$ cat src/rtl/rr_pkg.sv
// Shared definitions for the round-robin requester bank and its arbiter.
// Latency: n/a (types and constant functions only).
// Backpressure: n/a.
// Contents: idx_w() index-width helper, default port index type, output
// register state encoding.
package rr_pkg;

  // Width of a port index; a single-port system still needs one bit.
  function automatic int idx_w(input int n);
    if (n < 2) return 1;
    return $clog2(n);
  endfunction

  localparam int NUM_PORTS_DEF = 4;
  localparam int IDX_W_DEF     = idx_w(NUM_PORTS_DEF);

  typedef logic [IDX_W_DEF-1:0] port_idx_t;

  typedef enum logic {
    OUT_EMPTY = 1'b0,
    OUT_HOLD  = 1'b1
  } out_state_t;

endpackage

$ cat src/rtl/rr_req_bank_if.sv
// Bundle of client push ports, arbiter req/gnt and shared output handshake.
// Latency: n/a (wires only).
// Backpressure: full_o per client port, out_ready_i on the shared output.
// Ports: push_i/push_data_i/full_o (clients), req_o/gnt_i (arbiter),
// out_valid_o/out_ready_i/out_data_o/out_port_o (downstream), err_o.
interface rr_req_bank_if
  import rr_pkg::*;
#(
  parameter int NUM_PORTS = 4,
  parameter int DATA_W    = 8,
  parameter int IDX_W     = idx_w(NUM_PORTS)
);

  logic [NUM_PORTS-1:0]        push_i;
  logic [NUM_PORTS*DATA_W-1:0] push_data_i;
  logic [NUM_PORTS-1:0]        full_o;
  logic [NUM_PORTS-1:0]        req_o;
  logic [NUM_PORTS-1:0]        gnt_i;
  logic                        out_valid_o;
  logic                        out_ready_i;
  logic [DATA_W-1:0]           out_data_o;
  logic [IDX_W-1:0]            out_port_o;
  logic                        err_o;

  // Design side.
  modport slave (
    input  push_i, push_data_i, gnt_i, out_ready_i,
    output full_o, req_o, out_valid_o, out_data_o, out_port_o, err_o
  );

  // Environment side: clients, arbiter and downstream sink.
  modport master (
    output push_i, push_data_i, gnt_i, out_ready_i,
    input  full_o, req_o, out_valid_o, out_data_o, out_port_o, err_o
  );

endinterface

$ cat src/rtl/rr_req_fifo.sv
// Per-port queue of DEPTH words with wrap-bit pointers.
// Latency: push visible as !empty_o after one edge; head is combinational.
// Backpressure: push ignored while full_o; pop ignored while empty_o.
// Ports: push_i/push_data_i enqueue, pop_i dequeue, pop_data_o head word,
// empty_o/full_o status from registered pointers.
module rr_req_fifo #(
  parameter int DEPTH  = 4,
  parameter int DATA_W = 8
) (
  input  logic              clk,
  input  logic              reset_n,
  input  logic              push_i,
  input  logic              pop_i,
  input  logic [DATA_W-1:0] push_data_i,
  output logic [DATA_W-1:0] pop_data_o,
  output logic              empty_o,
  output logic              full_o
);

  localparam int AW = $clog2(DEPTH);

  // One extra MSB distinguishes full from empty when the address bits match.
  logic [AW:0]       wr_ptr_q, wr_ptr_d;
  logic [AW:0]       rd_ptr_q, rd_ptr_d;
  logic [DATA_W-1:0] mem_q [DEPTH];
  logic [DATA_W-1:0] mem_d [DEPTH];
  logic              do_push;
  logic              do_pop;

  assign empty_o    = (wr_ptr_q == rd_ptr_q);
  assign full_o     = (wr_ptr_q[AW] != rd_ptr_q[AW]) &&
                      (wr_ptr_q[AW-1:0] == rd_ptr_q[AW-1:0]);
  assign do_push    = push_i && !full_o;
  assign do_pop     = pop_i && !empty_o;
  assign pop_data_o = mem_q[rd_ptr_q[AW-1:0]];

  always_comb begin
    wr_ptr_d = wr_ptr_q;
    rd_ptr_d = rd_ptr_q;
    mem_d    = mem_q;
    if (do_push) begin
      mem_d[wr_ptr_q[AW-1:0]] = push_data_i;
      wr_ptr_d                = wr_ptr_q + (AW+1)'(1);
    end
    if (do_pop) begin
      rd_ptr_d = rd_ptr_q + (AW+1)'(1);
    end
  end

  always_ff @(posedge clk or negedge reset_n) begin
    if (!reset_n) begin
      wr_ptr_q <= '0;
      rd_ptr_q <= '0;
    end else begin
      wr_ptr_q <= wr_ptr_d;
      rd_ptr_q <= rd_ptr_d;
    end
  end

  // Storage needs no reset: empty pointers hide stale contents.
  always_ff @(posedge clk) begin
    mem_q <= mem_d;
  end

endmodule

$ cat src/rtl/rr_req_bank.sv
// Per-port request queues feeding one shared valid/ready output via an arbiter.
// Latency: push->req_o 1 cycle; gnt_i->out_valid_o 1 cycle; 1 word/cycle.
// Backpressure: req_o gated to zero while the output holds an unaccepted word.
// Ports: clk, reset_n (async active-low), bus (rr_req_bank_if.slave) carrying
// client pushes, arbiter req/gnt, shared output and sticky err_o.
module rr_req_bank
  import rr_pkg::*;
#(
  parameter int NUM_PORTS = 4,
  parameter int DATA_W    = 8,
  parameter int DEPTH     = 4
) (
  input  logic         clk,
  input  logic         reset_n,
  rr_req_bank_if.slave bus
);

  localparam int IDX_W = idx_w(NUM_PORTS);

  logic [NUM_PORTS-1:0] fifo_empty;
  logic [NUM_PORTS-1:0] fifo_full;
  logic [NUM_PORTS-1:0] req;
  logic [NUM_PORTS-1:0] pop;
  logic [DATA_W-1:0]    head_dat [NUM_PORTS];

  out_state_t        state_q, state_d;
  logic [DATA_W-1:0] data_q, data_d;
  logic [IDX_W-1:0]  port_q, port_d;
  logic              err_q, err_d;

  logic              slot_free;
  logic              gnt_any;
  logic              gnt_onehot;
  logic              gnt_legal;
  logic              gnt_illegal;
  logic [IDX_W-1:0]  gnt_idx;
  logic [DATA_W-1:0] gnt_dat;

  for (genvar i = 0; i < NUM_PORTS; i++) begin : g_port
    rr_req_fifo #(
      .DEPTH  (DEPTH),
      .DATA_W (DATA_W)
    ) u_fifo (
      .clk         (clk),
      .reset_n     (reset_n),
      .push_i      (bus.push_i[i]),
      .pop_i       (pop[i]),
      .push_data_i (bus.push_data_i[i*DATA_W +: DATA_W]),
      .pop_data_o  (head_dat[i]),
      .empty_o     (fifo_empty[i]),
      .full_o      (fifo_full[i])
    );
  end

  // Requests come from registered state and out_ready_i only, so the
  // arbiter's combinational grant path cannot loop back into req.
  assign slot_free = (state_q == OUT_EMPTY) || bus.out_ready_i;
  assign req       = ~fifo_empty & {NUM_PORTS{slot_free}};

  // x & (x-1) clears the lowest set bit; zero result means at most one bit.
  assign gnt_any     = |bus.gnt_i;
  assign gnt_onehot  = gnt_any &&
                       ((bus.gnt_i & (bus.gnt_i - NUM_PORTS'(1))) == '0);
  assign gnt_legal   = gnt_onehot && ((bus.gnt_i & ~req) == '0);
  assign gnt_illegal = gnt_any && !gnt_legal;
  assign pop         = bus.gnt_i & {NUM_PORTS{gnt_legal}};

  // Index/data select; only meaningful when the grant is one-hot.
  always_comb begin
    gnt_idx = '0;
    gnt_dat = head_dat[0];
    for (int i = 0; i < NUM_PORTS; i++) begin
      if (bus.gnt_i[i]) begin
        gnt_idx = IDX_W'(i);
        gnt_dat = head_dat[i];
      end
    end
  end

  // Output register. A legal grant implies slot_free, so a load in HOLD
  // always coincides with the current word being accepted.
  always_comb begin
    state_d = state_q;
    data_d  = data_q;
    port_d  = port_q;
    err_d   = err_q | gnt_illegal;
    case (state_q)
      OUT_EMPTY: begin
        if (gnt_legal) begin
          state_d = OUT_HOLD;
          data_d  = gnt_dat;
          port_d  = gnt_idx;
        end
      end
      OUT_HOLD: begin
        if (gnt_legal) begin
          data_d = gnt_dat;
          port_d = gnt_idx;
        end else if (bus.out_ready_i) begin
          state_d = OUT_EMPTY;
        end
      end
      default: state_d = OUT_EMPTY;
    endcase
  end

  always_ff @(posedge clk or negedge reset_n) begin
    if (!reset_n) begin
      state_q <= OUT_EMPTY;
      data_q  <= '0;
      port_q  <= '0;
      err_q   <= 1'b0;
    end else begin
      state_q <= state_d;
      data_q  <= data_d;
      port_q  <= port_d;
      err_q   <= err_d;
    end
  end

  assign bus.full_o      = fifo_full;
  assign bus.req_o       = req;
  assign bus.out_valid_o = (state_q == OUT_HOLD);
  assign bus.out_data_o  = data_q;
  assign bus.out_port_o  = port_q;
  assign bus.err_o       = err_q;

endmodule

$ cat src/flat_wrapper.sv
// flat-port wrapper written by rule: the top's interface ports become plain ports
module rr_req_bank_flat import rr_pkg::*;
#(
  parameter int NUM_PORTS = 4,
  parameter int DATA_W    = 8,
  parameter int DEPTH     = 4
)
  (clk, reset_n, bus_push_i, bus_push_data_i, bus_gnt_i, bus_out_ready_i, bus_full_o, bus_req_o, bus_out_valid_o, bus_out_data_o, bus_out_port_o, bus_err_o);
  rr_req_bank_if #(.NUM_PORTS(NUM_PORTS), .DATA_W(DATA_W)) bus_i ();
  input  logic clk;
  input  logic reset_n;
  input wire logic [$bits(bus_i.push_i)-1:0] bus_push_i;
  input wire logic [$bits(bus_i.push_data_i)-1:0] bus_push_data_i;
  input wire logic [$bits(bus_i.gnt_i)-1:0] bus_gnt_i;
  input wire logic [$bits(bus_i.out_ready_i)-1:0] bus_out_ready_i;
  output wire logic [$bits(bus_i.full_o)-1:0] bus_full_o;
  output wire logic [$bits(bus_i.req_o)-1:0] bus_req_o;
  output wire logic [$bits(bus_i.out_valid_o)-1:0] bus_out_valid_o;
  output wire logic [$bits(bus_i.out_data_o)-1:0] bus_out_data_o;
  output wire logic [$bits(bus_i.out_port_o)-1:0] bus_out_port_o;
  output wire logic [$bits(bus_i.err_o)-1:0] bus_err_o;
  assign bus_i.push_i = bus_push_i;
  assign bus_i.push_data_i = bus_push_data_i;
  assign bus_i.gnt_i = bus_gnt_i;
  assign bus_i.out_ready_i = bus_out_ready_i;
  assign bus_full_o = bus_i.full_o;
  assign bus_req_o = bus_i.req_o;
  assign bus_out_valid_o = bus_i.out_valid_o;
  assign bus_out_data_o = bus_i.out_data_o;
  assign bus_out_port_o = bus_i.out_port_o;
  assign bus_err_o = bus_i.err_o;
  rr_req_bank #(.NUM_PORTS(NUM_PORTS), .DATA_W(DATA_W), .DEPTH(DEPTH)) u_core (.clk(clk), .reset_n(reset_n), .bus(bus_i));
endmodule
$ cat config.mk
export PLATFORM = sky130hd
export DESIGN_NAME = rr_req_bank_flat
export DESIGN_NICKNAME = d
export VERILOG_FILES = /design/src/rtl/rr_pkg.sv /design/src/rtl/rr_req_bank_if.sv /design/src/rtl/rr_req_fifo.sv /design/src/rtl/rr_req_bank.sv /design/src/flat_wrapper.sv
export SDC_FILE = /design/constraint.sdc
export NUM_CORES = 1
export LEC_CHECK = 0
export ABC_CLOCK_PERIOD_IN_PS = 2250
export BUFFER_PORTS_ARGS = -buffer_cell sky130_fd_sc_hd__buf_4
export CAP_MARGIN = 10
export CORE_ASPECT_RATIO = 0.8
export CORE_MARGIN = 1.5
export CORE_UTILIZATION = 59
export DETAILED_ROUTE_END_ITERATION = 10
export PLACE_DENSITY = 0.8
export SLEW_MARGIN = 20
export SYNTH_ARGS = -nofsm -noshare
export SYNTH_HDL_FRONTEND = slang
export SYNTH_SLANG_ARGS = --single-unit
export TNS_END_PERCENT = 10
$ cat constraint.sdc
create_clock -name clk -period 2.25 [get_ports clk]
set_clock_uncertainty 0.05 [all_clocks]
set_input_delay 0.225 -clock clk [delete_from_list [all_inputs] [get_ports clk]]
set_output_delay 0.225 -clock clk [all_outputs]
set_load 0.05 [all_outputs]
==> results of run 1 <==
kinds of logic after synthesis:
family / count (synthesis) / share of synthesized area
AND/OR/NAND/NOR: 71 / 0.06092
AO/OA/AOI/OAI: 33 / 0.03216
buffers and inverters: 28 / 0.02501
multiplexers: 45 / 0.1313
XOR/XNOR: 29 / 0.03734
adder cells (fa/ha/maj): 20 / 0.03573
flip-flops: 164 / 0.6775
sequential cells by signal (all words and copies together), names as in the netlist:
signal	count
u_core.bus.err_o	1
u_core.bus.out_data_o	8
u_core.bus.out_port_o	2
u_core.bus.out_valid_o	1
u_core.g_port.u_fifo.mem_q	128
u_core.g_port.u_fifo.rd_ptr_q	12
u_core.g_port.u_fifo.wr_ptr_q	12
cells in the final DEF, fill, tap and decap left out, types with 8 or more instances in the layout:
master and count:
nor2b_1 9, xor2_1 12, and2_1 16, a211oi_1 8, nand2_1 9, dlygate4sd3_1 33, clkbuf_16 17, ha_1 20
edfxtp_1 128, dfrtp_1 36, o22ai_1 8, xnor2_1 16, mux4_2 18, mux4_1 14, inv_1 8, buf_4 79
nor2_1 16, mux2_2 10
metal layers:
layer	track usage	part of all wire	vias up
li1	-	-	1743
met1	0.3389	0.43	1931
met2	0.3855	0.49	142
met3	0.05650	0.066	13
met4	0.07869	0.015	0
met5	0	0	-
layout make-up:
cell class                 instances  share of cell area
sequential                       164              0.5533
clock inverter                    15             0.01868
inverter                           9            0.003939
tap                              148             0.02159
clock buffer                      17             0.04961
timing repair buffer             113              0.1100
multi-input combinational        198              0.2429
worst min-delay path, delay by kind of cell:
family | cells | cell delay (ns)
AND/OR/NAND/NOR | 1 | 0.06
buffers and inverters | 1 | 0.14
AO/OA/AOI/OAI | 1 | 0.11
how the worst max path moves through the flow:
stage	from	to	slack (ns)
final	u_core.g_port[0].u_fifo.wr_ptr_q[0]	u_core.g_port[0].u_fifo.rd_ptr_q[1]	0.11
after global routing	u_core.g_port[2].u_fifo.wr_ptr_q[0]	u_core.g_port[1].u_fifo.rd_ptr_q[1]	0.02
after CTS	u_core.g_port[0].u_fifo.wr_ptr_q[0]	u_core.g_port[2].u_fifo.rd_ptr_q[1]	0.12
after detailed placement	u_core.g_port[2].u_fifo.wr_ptr_q[0]	u_core.g_port[2].u_fifo.rd_ptr_q[1]	0.15
after global placement	u_core.g_port[0].u_fifo.wr_ptr_q[0]	u_core.g_port[2].u_fifo.rd_ptr_q[1]	0.19
after floorplan	u_core.bus.out_valid_o	u_core.g_port[0].u_fifo.rd_ptr_q[1]	0.13
repair_timing:
item                                   in CTS  in global routing
resized for setup                           0                  0
hold buffers                               33                  0
setup buffers                               0                  0
endpoints found under the hold margin     164                  0
power by group:
group          internal, mW  total [mW]  leakage [nW]  switching (mW)
clock                  1.48        2.79         0.277            1.31
combinational          1.92        4.71          1.37            2.78
sequential             4.17        4.61          1.60           0.440
total                  7.58        12.1          3.24            4.54
through the flow:
| stage | setup slack [ns] | hold slack, ns | utilization | cell area (µm²) | cells |
|---|---|---|---|---|---|
| 2_1_floorplan | 0.1292 | -0.1206 | - | 7003 | 390 |
| 3_3_place_gp | 0.1898 | 0.1618 | 0.6626 | 7660 | 599 |
| 3_5_place_dp | 0.1500 | 0.1707 | 0.6626 | 7660 | 599 |
| 4_1_cts | 0.1202 | 0.08461 | 0.7418 | 8576 | 664 |
| 5_1_grt | 0.02324 | 0.1060 | 0.7418 | 8576 | 664 |
| 6_report | 0.1133 | 0.1019 | 0.7418 | 8576 | 664 |
==> flow_summary_export.csv, run 1 <==
group,metric,value,unit
drt,drt_iter0_drc,301,
timing,rsz0062_at_grt,"false",
placed_design,hpwl,9507,µm
cts,insertion_delay,0.42,ns
worst_setup_path,cp_top_family,"simple AND/OR/NAND/NOR gates",
cts,cts_sinks,164,
die,die_area,0.01254,mm²
cts,numCtsBuffers,17,
cts,root_buffer,"clkbuf_16",
placed_design,place.gp.congestion,0.8195,
timing,timing.final.crit_share,0.9496,
layout,fin_nets,566,
drt,wl,14000,µm
drt,vias_per_cell,5.767,
power_and_ir_drop,power.total,12.11,mW
die,die_w,124.8,µm
drt,first_pass_iters,4,
worst_setup_path,crit_slowest_cell,"dfrtp_1",
grt,grt_max_degree,37,
die,boundaryPins,63,
timing,drv_slew,0,
die,start_util,0.6057,
synthesis,synth_area_leader_cell,"edfxtp_1",
grt,antenna_found_initial,0,
worst_setup_path,crit_cells,6,
synthesis,synth_edf_count,128,
drt,routedWlPerCell,21.08,µm
grt,grt_pass1_wl,22110,µm
layout,antenna_cells,0,
cts,htree_levels,4,
timing,tns,0,ns
layout,seq_area,0.004745,mm²
worst_setup_path,crit_type,"flop to flop",
synthesis,synth_nets,453,
cts,clk_pin_slew,0.07,ns
timing,max_slew_margin,0.6197,
worst_setup_path,reg2reg_depth,6,
synthesis,yosys-top-cells-area,"edfxtp_1 (55%), dfrtp_1 (13%), mux4_2 (5.8%)",
synthesis,syn_inst,390,
worst_hold_path,whs_endpoint,"u_core.bus.err_o",
timing,finalHoldViolations,0,
worst_setup_path,max_stage_delay,0.45,ns
status,status,"completed",
die,rows,35,
layout,layout-drive-gt1-share,0.2849,
run,drv_cap,0,
timing,fmaxAchievable,0.4680,GHz
synthesis,synth_top_flop_cell,"edfxtp_1",
worst_setup_path,r2r-start,"u_core.g_port[0].u_fifo.wr_ptr_q[0]",
cts,cts_tree,"yes",
synthesis,synth_top_area_share,0.5489,
die,die_y,100.4,µm
die,core,0.01156,mm²
grt,grt_usage,0.2422,
worst_hold_path,min_from,"bus_gnt_i[0]",
power_and_ir_drop,leakagePower,3.242,nW
worst_hold_path,hold_path_class,"primary input to flop",
synthesis,ys_top_cells_by_count,"edfxtp_1 (128), dfrtp_1 (36), ha_1 (20)",
placed_design,port_buffers,62,
timing,setup_viol,0,
drt,drc_errors,0,
worst_setup_path,r2r_end,"u_core.g_port[0].u_fifo.rd_ptr_q[1]",
grt,grt_overflow_total,0,
worst_hold_path,hold_path_depth,3,
synthesis,ys_async_sr_fraction,0.2195,
layout,syn2layout_area_growth,22.46,%
timing,worst_pin_slew,0.5705,ns
layout,multi_input_area,0.002083,mm²
cts,clock_path_buffers,2,
power_and_ir_drop,power.density,1412,mW/mm²
synthesis,syn-mean-instance-area,17.96,µm²
worst_setup_path,critPathArrivalTime,2.39,ns
synthesis,syn_area,0.007003,mm²
worst_setup_path,worstPathCellList,"xnor2_1, and3_1, a221o_1, buf_4, nor3b_4, mux2_1",
worst_setup_path,start_kind,"flop",
worst_setup_path,critPathMaxFanout,5,
worst_setup_path,r2r_slack,0.11,ns
power_and_ir_drop,ir_drop,0.8351,mV
synthesis,ys_types,40,
synthesis,yosysWarnings,0,
synthesis,ys_seq_area_frac,0.6775,
drt,vias,3829,
worst_setup_path,cp-end-kind,"flop",
synthesis,post-synth-top-count-cell,"edfxtp_1",
worst_setup_path,worst-path-buf-inv,1,
grt,grt_pass1_vias,3949,
worst_setup_path,cp.required,2.50,ns
layout,fillers,690,
drt,postRouteAntennaNets,0,
timing,period_needed,2.137,ns
synthesis,ys_ff_latch,164,
(Power assumes the default switching activity.)
==> run 2: changes to the inputs <==
--- a/config.mk
+++ b/config.mk
@@ -5,10 +5,11 @@
 export SDC_FILE = /design/constraint.sdc
 export NUM_CORES = 1
 export LEC_CHECK = 0
-export ABC_CLOCK_PERIOD_IN_PS = 2250
+export ABC_AREA = 1
+export ABC_CLOCK_PERIOD_IN_PS = 2200
 export BUFFER_PORTS_ARGS = -buffer_cell sky130_fd_sc_hd__buf_4
 export CAP_MARGIN = 10
-export CORE_ASPECT_RATIO = 0.8
+export CORE_ASPECT_RATIO = 0.6
 export CORE_MARGIN = 1.5
 export CORE_UTILIZATION = 59
 export DETAILED_ROUTE_END_ITERATION = 10
==> constraint.sdc (replaced) <==
create_clock -name clk -period 2.2 [get_ports clk]
set_clock_uncertainty 0.05 [all_clocks]
set_input_delay 0.22 -clock clk [delete_from_list [all_inputs] [get_ports clk]]
set_output_delay 0.22 -clock clk [all_outputs]
set_load 0.05 [all_outputs]
==> run 2 against run 1 <==
  * Non-clock buffer count up 5
  * Sequential share of layout area decreased by 1.4 points
  * Clock-buffer cell count increased by 1
==> flow_summary_export.csv, run 2 <==
group,metric,value,unit
die,core,0.01199,mm²
worst_setup_path,cp-end-kind,"flop",
layout,layout.cells.most_common_list,"edfxtp_1 (128), nand2_1 (115), nor2_1 (94)",
layout,largest_reg_flops,128,
synthesis,synth_nets,716,
layout,fillers,803,
layout,reg_top3,"u_core.g_port.u_fifo.mem_q x128, u_core.g_port.u_fifo.rd_ptr_q x12, u_core.g_port.u_fifo.wr_ptr_q x12",
worst_setup_path,cp.required,2.46,ns
synthesis,yosys-top-cells-area,"edfxtp_1 (53%), dfrtp_1 (12%), nand2_1 (6.0%)",
drt,drt_iter0_drc,399,
drt,vias,5123,
synthesis,ys_async_sr_fraction,0.2195,
layout,final_common_cell,"edfxtp_1",
timing,setup_viol,0,
die,die_w,145.9,µm
drt,first_pass_iters,8,
worst_setup_path,crit_type,"flop to flop",
layout,largest-register,"u_core.g_port.u_fifo.mem_q",
grt,grt_pass1_vias,4982,
synthesis,synth_edf_count,128,
synthesis,synth_top_area_share,0.5319,
timing,drv_slew,0,
die,rows,31,
cts,clock_path_buffers,2,
grt,grt_usage,0.2668,
die,die_y,88.73,µm
synthesis,synth_area_leader_cell,"edfxtp_1",
synthesis,ys_types,31,
synthesis,syn_inst,653,
cts,htree_levels,4,
power_and_ir_drop,leakagePower,3.679,nW
timing,rsz0062_at_grt,"false",
grt,grt_pass1_wl,25660,µm
layout,layout-drive-gt1-share,0.1740,
synthesis,synth_top_flop_cell,"edfxtp_1",
drt,vias_per_cell,5.444,
die,start_util,0.6030,
timing,tns,0,ns
cts,root_buffer,"clkbuf_16",
power_and_ir_drop,ir_drop,0.9252,mV
drt,postRouteAntennaNets,0,
layout,fin_nets,826,
synthesis,yosysWarnings,0,
worst_setup_path,start_kind,"flop",
die,boundaryPins,63,
placed_design,place.gp.congestion,0.8352,
layout,antenna_cells,0,
timing,worst_pin_slew,0.8007,ns
power_and_ir_drop,power.total,12.12,mW
cts,cts_tree,"yes",
synthesis,post-synth-top-count-cell,"edfxtp_1",
cts,cts_setup_buffers,0,
worst_setup_path,critPathArrivalTime,2.27,ns
drt,routedWlPerCell,17.22,µm
cts,clk_pin_slew,0.06,ns
timing,max_slew_margin,0.4642,
synthesis,ys_seq_area_frac,0.6565,
drt,wl,16200,µm
synthesis,syn-mean-instance-area,11.07,µm²
status,status,"completed",
cts,cts_sinks,164,
worst_setup_path,critPathMaxFanout,8,
placed_design,port_buffers,62,
run,drv_cap,0,
die,die_area,0.01294,mm²
worst_hold_path,min_from,"bus_gnt_i[0]",
placed_design,hpwl,10980,µm
synthesis,ys_top_cells_by_count,"edfxtp_1 (128), nand2_1 (115), nor2_1 (94)",
timing,timing.final.crit_share,0.9123,
timing,fmaxAchievable,0.4982,GHz
worst_setup_path,r2r-start,"u_core.g_port[3].u_fifo.rd_ptr_q[1]",
cts,numCtsBuffers,17,
drt,drc_errors,0,
layout,syn2layout_area_growth,21.83,%
grt,antenna_found_initial,0,
timing,period_needed,2.007,ns
power_and_ir_drop,power.density,1377,mW/mm²
cts,insertion_delay,0.42,ns
grt,grt_max_degree,37,
worst_setup_path,crit_start,"u_core.g_port[3].u_fifo.rd_ptr_q[1]",
worst_hold_path,hold_path_class,"primary input to flop",
timing,finalHoldViolations,0,
grt,grt_overflow_total,0,
synthesis,syn_area,0.007227,mm²
synthesis,ys_ff_latch,164,
-- run 2: repair_timing --
action	in CTS	in global routing
hold buffers	33	0
endpoints found under the hold margin	164	0
resized for setup	0	0
-- run 2: final cells by class --
type	count	area [µm²]	area share
timing repair buffer	118	968.4	0.1100
clock buffer	18	429.2	0.04874
sequential	164	4745	0.5389
clock inverter	14	127.6	0.01449
inverter	58	220.2	0.02501
multi-input combinational	404	2108	0.2394
tap	165	206.4	0.02345
-- run 2: layer usage --
layer  GRT usage  up-vias  routed length (µm)
met5           0        -                   0
met4     0.08905        0                 263
met3     0.05515       25                1253
met2      0.4247      224                7490
met1      0.3752     2435                7196
li1            -     2439                   -
-- run 2: worst paths after layout --
check	end	slack [ns]	cells past startpoint
max	u_core.g_port[1].u_fifo.rd_ptr_q[2]	0.19	11
min	u_core.g_port[0].u_fifo.rd_ptr_q[0]	0.05	3
max reg2reg	u_core.g_port[1].u_fifo.rd_ptr_q[2]	0.19	11
min reg2reg	u_core.g_port[3].u_fifo.wr_ptr_q[2]	0.44	1
max in group asynchronous	u_core.g_port[3].u_fifo.rd_ptr_q[2]	1.51	2
min in group asynchronous	u_core.g_port[2].u_fifo.wr_ptr_q[0]	0.24	2
-- run 2: worst max-delay path, cell delays in order, from the launching register on --
cell	delay (ns)
dfrtp_1	0.53
inv_2	0.10
nand2_1	0.09
nand2_1	0.07
nand3_1	0.10
nand2_1	0.11
nand2_2	0.12
nand2_1	0.09
nor2_4	0.18
nand3_1	0.24
nand2_1	0.15
nand2_1	0.06
-- run 2: power by group --
group / switching, mW / total (mW) / internal, mW
Sequential: 0.478 / 4.71 / 4.23
Clock: 1.23 / 2.80 / 1.57
Combinational: 3.12 / 4.61 / 1.49
Total: 4.83 / 12.1 / 7.29
-- run 2: logic make-up after synthesis --
kind of cell	Yosys count	synth area share
and+or+nand+nor	269	0.1575
DFF	164	0.6565
AOI/OAI and AO/OA	97	0.07773
buffers and inverters	85	0.05177
adders and majority gates	20	0.03463
xor gates and xnor gates	18	0.02181
-- run 2: per-stage QoR --
step	hold WS, ns	instances	instance area (µm²)	setup WS, ns	util
6_report	0.04735	941	8805	0.1929	0.7346
5_1_grt	0.05400	941	8805	0.05773	0.7346
4_1_cts	0.03694	941	8805	0.1960	0.7346
3_5_place_dp	0.1562	876	7918	0.2544	0.6606
3_3_place_gp	0.1494	876	7918	0.3301	0.6606
2_1_floorplan	-0.1256	653	7227	0.4398	-
